$ cat config.mk
export PLATFORM = sky130hd
export DESIGN_NAME = hazard_stall_controller_flat
export DESIGN_NICKNAME = d
export VERILOG_FILES = /design/src/rtl/hazard_pkg.sv /design/src/rtl/hazard_stall_controller_if.sv /design/src/rtl/hazard_stall_controller_mem_wait_timer.sv /design/src/rtl/hazard_stall_controller.sv /design/src/flat_wrapper.sv
export SDC_FILE = /design/constraint.sdc
export NUM_CORES = 1
export LEC_CHECK = 0
export CAP_MARGIN = 40
export CORE_UTILIZATION = 44
export DETAILED_ROUTE_END_ITERATION = 8
export PLACE_DENSITY = 0.8
export SYNTH_ARGS = -nofsm -noshare
export SYNTH_HDL_FRONTEND = slang
export SYNTH_SLANG_ARGS = --single-unit
$ cat constraint.sdc
create_clock -name clk -period 3 [get_ports clk]
set_clock_uncertainty 0.1 [all_clocks]
set_input_delay 0.6 -clock clk [delete_from_list [all_inputs] [get_ports clk]]
set_output_delay 0.6 -clock clk [all_outputs]
set_load 0.02 [all_outputs]
$ cat src/rtl/hazard_pkg.sv
// Shared types and constants for the pipeline hazard/stall controller.
package hazard_pkg;

  localparam int unsigned REG_AW   = 5;
  localparam int unsigned STALL_CW = 2;

  typedef enum logic [1:0] {
    ST_RUN      = 2'd0,
    ST_STALL    = 2'd1,
    ST_MEM_WAIT = 2'd2
  } state_t;

endpackage

$ cat src/rtl/hazard_stall_controller_if.sv
// Pipeline-side hazard inputs and stall/flush controls for hazard_stall_controller.
// slave: the controller; master: the pipeline datapath driving it.
interface hazard_stall_controller_if #(
  parameter int unsigned REG_AW = hazard_pkg::REG_AW
);

  logic [REG_AW-1:0] IFID_Rs;
  logic [REG_AW-1:0] IFID_Rt;
  logic              IFID_Branch;
  logic              branch_taken;
  logic              IDEX_MemRead;
  logic              IDEX_RegWrite;
  logic [REG_AW-1:0] IDEX_Dst;
  logic              mem_req;
  logic              mem_ack;

  logic              PCWrite;
  logic              IFIDWrite;
  logic              IFID_Flush;
  logic              IDEX_Bubble;
  logic              EXMEM_Hold;
  logic              MEMWB_Bubble;
  logic              mem_err;

  modport slave (
    input  IFID_Rs, IFID_Rt, IFID_Branch, branch_taken,
           IDEX_MemRead, IDEX_RegWrite, IDEX_Dst, mem_req, mem_ack,
    output PCWrite, IFIDWrite, IFID_Flush, IDEX_Bubble,
           EXMEM_Hold, MEMWB_Bubble, mem_err
  );

  modport master (
    output IFID_Rs, IFID_Rt, IFID_Branch, branch_taken,
           IDEX_MemRead, IDEX_RegWrite, IDEX_Dst, mem_req, mem_ack,
    input  PCWrite, IFIDWrite, IFID_Flush, IDEX_Bubble,
           EXMEM_Hold, MEMWB_Bubble, mem_err
  );

endinterface

$ cat src/rtl/hazard_stall_controller_mem_wait_timer.sv
// Memory-wait cycle counter with timeout compare. Counts freeze cycles of one
// data-memory access; saturates at MEM_TIMEOUT and never wraps.
module mem_wait_timer #(
  parameter int unsigned MEM_TIMEOUT = 15
) (
  input  logic clk,
  input  logic reset,
  input  logic i_start,
  input  logic i_inc,
  input  logic i_clr,
  output logic o_timeout
);

  localparam int unsigned CW = $clog2(MEM_TIMEOUT + 1);

  logic [CW-1:0] r_wait_cnt;
  logic          w_timeout;

  assign w_timeout = (r_wait_cnt == CW'(MEM_TIMEOUT));
  assign o_timeout = w_timeout;

  // Wait counter: start loads 1, clear on release, saturating increment.
  always_ff @(posedge clk or negedge reset) begin
    if (!reset) begin
      r_wait_cnt <= '0;
    end else if (i_start) begin
      r_wait_cnt <= CW'(1);
    end else if (i_clr) begin
      r_wait_cnt <= '0;
    end else if (i_inc && !w_timeout) begin
      r_wait_cnt <= r_wait_cnt + 1'b1;
    end
  end

endmodule

$ cat src/rtl/hazard_stall_controller.sv
// Pipeline hazard/stall controller: load-use and branch-dependency stalls,
// taken-branch flush, and data-memory wait freezes with timeout.
// Optional feature macro: HAZARD_PERF_CNT_EN adds stall_cycles/freeze_cycles.
module hazard_stall_controller
  import hazard_pkg::*;
#(
  parameter int unsigned REG_AW      = hazard_pkg::REG_AW,
  parameter int unsigned MEM_TIMEOUT = 15
) (
  input  logic                        clk,
  input  logic                        reset,
  hazard_stall_controller_if.slave    hz
`ifdef HAZARD_PERF_CNT_EN
  ,
  output logic [31:0]                 stall_cycles,
  output logic [31:0]                 freeze_cycles
`endif
);

  state_t              r_state;
  state_t              w_state_nxt;
  logic [STALL_CW-1:0] r_stall_cnt;
  logic [STALL_CW-1:0] w_stall_cnt_nxt;
  logic                r_mem_err;

  logic [REG_AW-1:0]   w_dst;
  logic                w_dep;
  logic                w_lu;
  logic                w_bd;
  logic                w_frz;

  logic                w_freeze;
  logic                w_stall;
  logic                w_drop;
  logic                w_err_set;
  logic                w_tmr_start;
  logic                w_tmr_inc;
  logic                w_tmr_clr;
  logic                w_timeout;

  logic                w_pcwrite;
  logic                w_ifidwrite;
  logic                w_ifid_flush;
  logic                w_idex_bubble;
  logic                w_exmem_hold;
  logic                w_memwb_bubble;

  assign w_dst = hz.IDEX_Dst;
  assign w_dep = (w_dst != '0) && ((w_dst == hz.IFID_Rs) || (w_dst == hz.IFID_Rt));
  assign w_lu  = hz.IDEX_MemRead && w_dep;
  assign w_bd  = hz.IFID_Branch && hz.IDEX_RegWrite && w_dep;
  assign w_frz = hz.mem_req && !hz.mem_ack;

  mem_wait_timer #(
    .MEM_TIMEOUT (MEM_TIMEOUT)
  ) u_mem_wait_timer (
    .clk       (clk),
    .reset     (reset),
    .i_start   (w_tmr_start),
    .i_inc     (w_tmr_inc),
    .i_clr     (w_tmr_clr),
    .o_timeout (w_timeout)
  );

  // State, stall counter and sticky error register.
  always_ff @(posedge clk or negedge reset) begin
    if (!reset) begin
      r_state     <= ST_RUN;
      r_stall_cnt <= '0;
      r_mem_err   <= 1'b0;
    end else begin
      r_state     <= w_state_nxt;
      r_stall_cnt <= w_stall_cnt_nxt;
      if (w_err_set) begin
        r_mem_err <= 1'b1;
      end
    end
  end

  // Next-state, timer control and pipeline control outputs.
  always_comb begin
    w_state_nxt     = r_state;
    w_stall_cnt_nxt = r_stall_cnt;
    w_freeze        = 1'b0;
    w_stall         = 1'b0;
    w_drop          = 1'b0;
    w_err_set       = 1'b0;
    w_tmr_start     = 1'b0;
    w_tmr_inc       = 1'b0;
    w_tmr_clr       = 1'b0;

    unique case (r_state)
      ST_RUN: begin
        if (w_frz) begin
          w_freeze    = 1'b1;
          w_tmr_start = 1'b1;
          w_state_nxt = ST_MEM_WAIT;
        end else if (w_lu || w_bd) begin
          w_stall = 1'b1;
          if (w_bd && hz.IDEX_MemRead) begin
            w_stall_cnt_nxt = STALL_CW'(1);
            w_state_nxt     = ST_STALL;
          end
        end
      end
      ST_STALL: begin
        if (w_frz) begin
          // stall_cnt is left untouched so the stall resumes after the access
          w_freeze    = 1'b1;
          w_tmr_start = 1'b1;
          w_state_nxt = ST_MEM_WAIT;
        end else begin
          w_stall         = 1'b1;
          w_stall_cnt_nxt = (r_stall_cnt == '0) ? '0 : r_stall_cnt - 1'b1;
          if (w_stall_cnt_nxt == '0) begin
            w_state_nxt = ST_RUN;
          end
        end
      end
      ST_MEM_WAIT: begin
        if (hz.mem_ack || w_timeout) begin
          w_tmr_clr   = 1'b1;
          w_state_nxt = (r_stall_cnt != '0) ? ST_STALL : ST_RUN;
          if (!hz.mem_ack) begin
            w_drop    = 1'b1;
            w_err_set = 1'b1;
          end
        end else begin
          w_freeze  = 1'b1;
          w_tmr_inc = 1'b1;
        end
      end
      default: begin
        w_state_nxt = ST_RUN;
      end
    endcase

    w_pcwrite      = 1'b1;
    w_ifidwrite    = 1'b1;
    w_ifid_flush   = 1'b0;
    w_idex_bubble  = 1'b0;
    w_exmem_hold   = 1'b0;
    w_memwb_bubble = 1'b0;

    // Controls are held at their defaults while reset is asserted, so an
    // in-flight mem_req cannot keep the pipeline frozen through reset.
    if (reset) begin
      if (w_freeze) begin
        w_pcwrite      = 1'b0;
        w_ifidwrite    = 1'b0;
        w_exmem_hold   = 1'b1;
        w_memwb_bubble = 1'b1;
      end else if (w_stall) begin
        w_pcwrite     = 1'b0;
        w_ifidwrite   = 1'b0;
        w_idex_bubble = 1'b1;
      end else begin
        w_ifid_flush   = hz.IFID_Branch && hz.branch_taken;
        w_memwb_bubble = w_drop;
      end
    end
  end

  assign hz.PCWrite      = w_pcwrite;
  assign hz.IFIDWrite    = w_ifidwrite;
  assign hz.IFID_Flush   = w_ifid_flush;
  assign hz.IDEX_Bubble  = w_idex_bubble;
  assign hz.EXMEM_Hold   = w_exmem_hold;
  assign hz.MEMWB_Bubble = w_memwb_bubble;
  assign hz.mem_err      = r_mem_err;

`ifdef HAZARD_PERF_CNT_EN
  logic [31:0] r_stall_cycles;
  logic [31:0] r_freeze_cycles;
  logic        w_freeze_act;

  assign w_freeze_act = w_exmem_hold;

  // Performance counters: stalled cycles (PC held, no freeze) and freeze cycles.
  always_ff @(posedge clk or negedge reset) begin
    if (!reset) begin
      r_stall_cycles  <= '0;
      r_freeze_cycles <= '0;
    end else begin
      if (!w_pcwrite && !w_freeze_act) begin
        r_stall_cycles <= r_stall_cycles + 32'd1;
      end
      if (w_freeze_act) begin
        r_freeze_cycles <= r_freeze_cycles + 32'd1;
      end
    end
  end

  assign stall_cycles  = r_stall_cycles;
  assign freeze_cycles = r_freeze_cycles;
`endif

endmodule

$ cat src/flat_wrapper.sv
// flat-port wrapper written by rule: the top's interface ports become plain ports
module hazard_stall_controller_flat import hazard_pkg::*;
#(
  parameter int unsigned REG_AW      = hazard_pkg::REG_AW,
  parameter int unsigned MEM_TIMEOUT = 15
)
  (clk, reset, hz_IFID_Rs, hz_IFID_Rt, hz_IFID_Branch, hz_branch_taken, hz_IDEX_MemRead, hz_IDEX_RegWrite, hz_IDEX_Dst, hz_mem_req, hz_mem_ack, hz_PCWrite, hz_IFIDWrite, hz_IFID_Flush, hz_IDEX_Bubble, hz_EXMEM_Hold, hz_MEMWB_Bubble, hz_mem_err);
  hazard_stall_controller_if #(.REG_AW(REG_AW)) hz_i ();
  input  logic clk;
  input  logic reset;
  input wire logic [$bits(hz_i.IFID_Rs)-1:0] hz_IFID_Rs;
  input wire logic [$bits(hz_i.IFID_Rt)-1:0] hz_IFID_Rt;
  input wire logic [$bits(hz_i.IFID_Branch)-1:0] hz_IFID_Branch;
  input wire logic [$bits(hz_i.branch_taken)-1:0] hz_branch_taken;
  input wire logic [$bits(hz_i.IDEX_MemRead)-1:0] hz_IDEX_MemRead;
  input wire logic [$bits(hz_i.IDEX_RegWrite)-1:0] hz_IDEX_RegWrite;
  input wire logic [$bits(hz_i.IDEX_Dst)-1:0] hz_IDEX_Dst;
  input wire logic [$bits(hz_i.mem_req)-1:0] hz_mem_req;
  input wire logic [$bits(hz_i.mem_ack)-1:0] hz_mem_ack;
  output wire logic [$bits(hz_i.PCWrite)-1:0] hz_PCWrite;
  output wire logic [$bits(hz_i.IFIDWrite)-1:0] hz_IFIDWrite;
  output wire logic [$bits(hz_i.IFID_Flush)-1:0] hz_IFID_Flush;
  output wire logic [$bits(hz_i.IDEX_Bubble)-1:0] hz_IDEX_Bubble;
  output wire logic [$bits(hz_i.EXMEM_Hold)-1:0] hz_EXMEM_Hold;
  output wire logic [$bits(hz_i.MEMWB_Bubble)-1:0] hz_MEMWB_Bubble;
  output wire logic [$bits(hz_i.mem_err)-1:0] hz_mem_err;
  assign hz_i.IFID_Rs = hz_IFID_Rs;
  assign hz_i.IFID_Rt = hz_IFID_Rt;
  assign hz_i.IFID_Branch = hz_IFID_Branch;
  assign hz_i.branch_taken = hz_branch_taken;
  assign hz_i.IDEX_MemRead = hz_IDEX_MemRead;
  assign hz_i.IDEX_RegWrite = hz_IDEX_RegWrite;
  assign hz_i.IDEX_Dst = hz_IDEX_Dst;
  assign hz_i.mem_req = hz_mem_req;
  assign hz_i.mem_ack = hz_mem_ack;
  assign hz_PCWrite = hz_i.PCWrite;
  assign hz_IFIDWrite = hz_i.IFIDWrite;
  assign hz_IFID_Flush = hz_i.IFID_Flush;
  assign hz_IDEX_Bubble = hz_i.IDEX_Bubble;
  assign hz_EXMEM_Hold = hz_i.EXMEM_Hold;
  assign hz_MEMWB_Bubble = hz_i.MEMWB_Bubble;
  assign hz_mem_err = hz_i.mem_err;
  hazard_stall_controller #(.REG_AW(REG_AW), .MEM_TIMEOUT(MEM_TIMEOUT)) u_core (.clk(clk), .reset(reset), .hz(hz_i));
endmodule
==> results.md <==
* RSZ-0062 raised after global routing: false
* Hold Vio Cnt, Final at 0
* Area grow syn2layout at 65.6%
* Post-Syn Nets at 103
* YS warnings at 0
* Final instance count without filler cells at 140
* Combinational fraction of design power at 0.372
* Syn avg cell area at 8.74 µm²
* Met1 wire length at 879 µm
* Tightest Pin Transition at 0.264 ns
* Cell Rows at 13
* Synth Register Bits at 9
* Number of routed nets with antenna violations at 0
* CTS tree: built
* Max Cap Viol at 0
* Critical path peak fanout at 3
* Drt pass-1 iters at 4
* Worst-skew pair later-pin latency at 0.26 ns
* Synth top area share at 0.326
* DPL Wire Length at 1600 µm
* DRC viols at 0
* Vias at 765
* P_leak at 0.556 nW
* Reg power frac at 0.392
* Sequential cell area fraction in the yosys report at 0.326
* Fmax achieved at 0.340 GHz
* Syn Inst Count at 79
* Tmin final at 2.94 ns
* Global-route wire length before repair at 3260 µm
* Sw Ratio at 0.321
* Via-to-Cell Ratio at 5.46
* H-tree depth at 1
* Arr. time, crit path at 2.24 ns
* Clk Tree Root Cell: clkbuf_4
* Total gr overflow at 0
* DRT iter0 DRCs at 31
* CTS sink cnt at 9
* Final Setup Violations at 0
* Vias in the first global route at 735
* Met2 wire len at 1000 µm
* Uppermost layer routed: met4
* CTS Hold Bufs at 0
* Minimum hold slack at 0.365 ns
* Diode count at 0
* CP required at 2.30 ns
* Die X at 41.6 µm
* Total CTS buffers at 3
* Metal3 WL at 80 µm
* Tot Pwr at 393 µW
* Final core occ at 0.827
* I/O pins at 30
* Outcome: finished, final reports clean
* Gpl congestion at 0.867
* Count of different cell masters after synthesis at 30
* Worst Setup Path Type: input port to output pin
* Worst-path clk slew at 0.06 ns
* Initial antenna violation count at 0
* Initial Util at 0.500
* HP Class: register to register
* Synth area leader: dfrtp_1
* Synth Cell Area at 691 µm²
* Psw at 126 µW
* Slew Limit Fails at 0
* Share of layout cells above drive strength 1 at 0.240
* Worst VDD drop at 0.325 mV
* GR Util All Layers at 0.246
* Top cells by area, synth: dfrtp_1 33%, xor2_1 10%, nor2_1 5.4%, o21ai_0 4.3%, nand2_1 3.3%
* Clock share of power at 0.236
* Relative slew margins at 0.823
* Final worst path period share at 0.980
* Fin nets at 150
* Largest net degree at the start of global routing at 9
* Port bufs at 29
* Total Wirelength at 1970 µm
* Max clock buf depth at 2
* Setup crit end kind: output pin
* Die Height at 41.6 µm
* Dpl cells at 135
* Die area at 0.00173 mm²
* Core area at 0.00138 mm²
* Startpoint Class: input port
* Pint at 267 µW
* Routed len/inst at 14.0 µm
* Pwr Density at 343 mW/mm²
sequential cells by signal, indices dropped and copies added, names as in the netlist:
signal,flops
u_core.r_stall_cnt,2
u_core.r_state,2
u_core.u_mem_wait_timer.r_wait_cnt,4
u_core.hz.mem_err,1
cells by family (layout without fill, tap and decap cells):
family,Yosys count,after routing,share of synthesized area
flip-flops,9,9,0.326
buffers and inverters,4,50,0.0272
adder cells (fa/ha/maj),1,1,0.0181
AO/OA/AOI/OAI,18,18,0.199
AND/OR/NAND/NOR,37,37,0.303
XOR/XNOR,10,10,0.127
Yosys cell counts:
cell type and n:
a41o_1 1, nand3_1 2, nand4_1 2, nor2_1 10, and3_1 3, or4_4 1
nor3_1 2, and2_1 1, nor2b_1 3, ha_1 1, a21o_1 1, buf_4 1
nand2b_1 1, xor2_1 8, xnor2_1 2, o31ai_1 2, a311oi_2 1, o21a_1 1
nand2_1 6, a22o_1 1, a21oi_1 2, nor3_2 2, a211o_1 2, and3b_1 1
nor2_4 1, a32oi_2 1, nor3b_1 2, inv_1 3, o21ai_0 6, dfrtp_1 9
path summary, 6_finish.rpt:
| path | end | slack (ns) | startpoint | cells after the start |
|---|---|---|---|---|
| worst max-delay path | hz_IDEX_Bubble | 0.06 | hz_IFID_Rt[4] | 7 |
| worst min-delay path | u_core.hz.mem_err | 0.37 | u_core.hz.mem_err | 1 |
| worst max register to register | u_core.u_mem_wait_timer.r_wait_cnt[3] | 1.34 | u_core.u_mem_wait_timer.r_wait_cnt[0] | 7 |
| worst min register to register | u_core.hz.mem_err | 0.37 | u_core.hz.mem_err | 1 |
| max in group asynchronous | u_core.r_stall_cnt[1] | 1.89 | reset | 3 |
| min in group asynchronous | u_core.u_mem_wait_timer.r_wait_cnt[1] | 0.43 | reset | 1 |
cell usage in the layout, fill, tap and decap left out, types with 2 or more instances in the layout:
master,instances
buf_4,16
dlymetal6s2s_1,3
nor2b_1,3
a211o_1,2
clkdlybuf4s50_1,20
xnor2_1,2
nor3b_1,2
and3_1,3
inv_1,3
nand4_1,2
nand2_1,6
dlygate4sd2_1,2
nor2_1,10
xor2_1,7
nand3_1,2
clkdlybuf4s15_2,2
clkbuf_4,3
dfrtp_1,9
nor3_2,3
o21ai_0,6
a21oi_1,2
layer usage:
metal | track usage | vias up
met3 | 0.0435 | 2
met4 | 0.0581 | 0
met1 | 0.319 | 367
met5 | 0 | -
li1 | - | 377
met2 | 0.425 | 19
power by group through the flow:
stage | logic [mW] | registers, mW | clock network [mW]
after global placement | 0.140 | 0.154 | 0
after floorplan | 0.0699 | 0.151 | 0
final | 0.146 | 0.154 | 0.0926
after detailed placement | 0.144 | 0.155 | 0
after CTS | 0.144 | 0.153 | 0.0957
after global routing | 0.158 | 0.155 | 0.102
area by class of cell:
class	count	area [µm²]
flip-flops and latches	9	225
repair buffers	43	398
well taps	15	18.8
clock buffers	4	26.3
inverters	3	11.3
multi-input cells	66	464
fillers	97	239
through the flow:
| stage | TNS (ns) | area (µm²) | worst slack [ns] |
|---|---|---|---|
| after global placement | -1.55 | 1090 | -0.414 |
| after global routing | 0 | 1140 | 0.00351 |
| after detailed placement | -1.70 | 1090 | -0.456 |
| final | 0 | 1140 | 0.0604 |
| after floorplan | 0 | 691 | 0.307 |
| after CTS | 0 | 1120 | 0.00734 |
what timing repair did:
action                                 CTS  global route
endpoints found under the hold margin    0             0
gates resized for setup                 20             4
setup endpoints to repair                5             4
pin swaps                                2             6
setup buffers                            0             1
worst max-delay path, stage by stage:
cell,delay (ns)
clkdlybuf4s50_1,0.45
xor2_2,0.20
nor3_2,0.22
a32oi_2,0.11
o31ai_2,0.23
and3_1,0.18
clkdlybuf4s15_2,0.25
(Power assumes the default switching activity.)
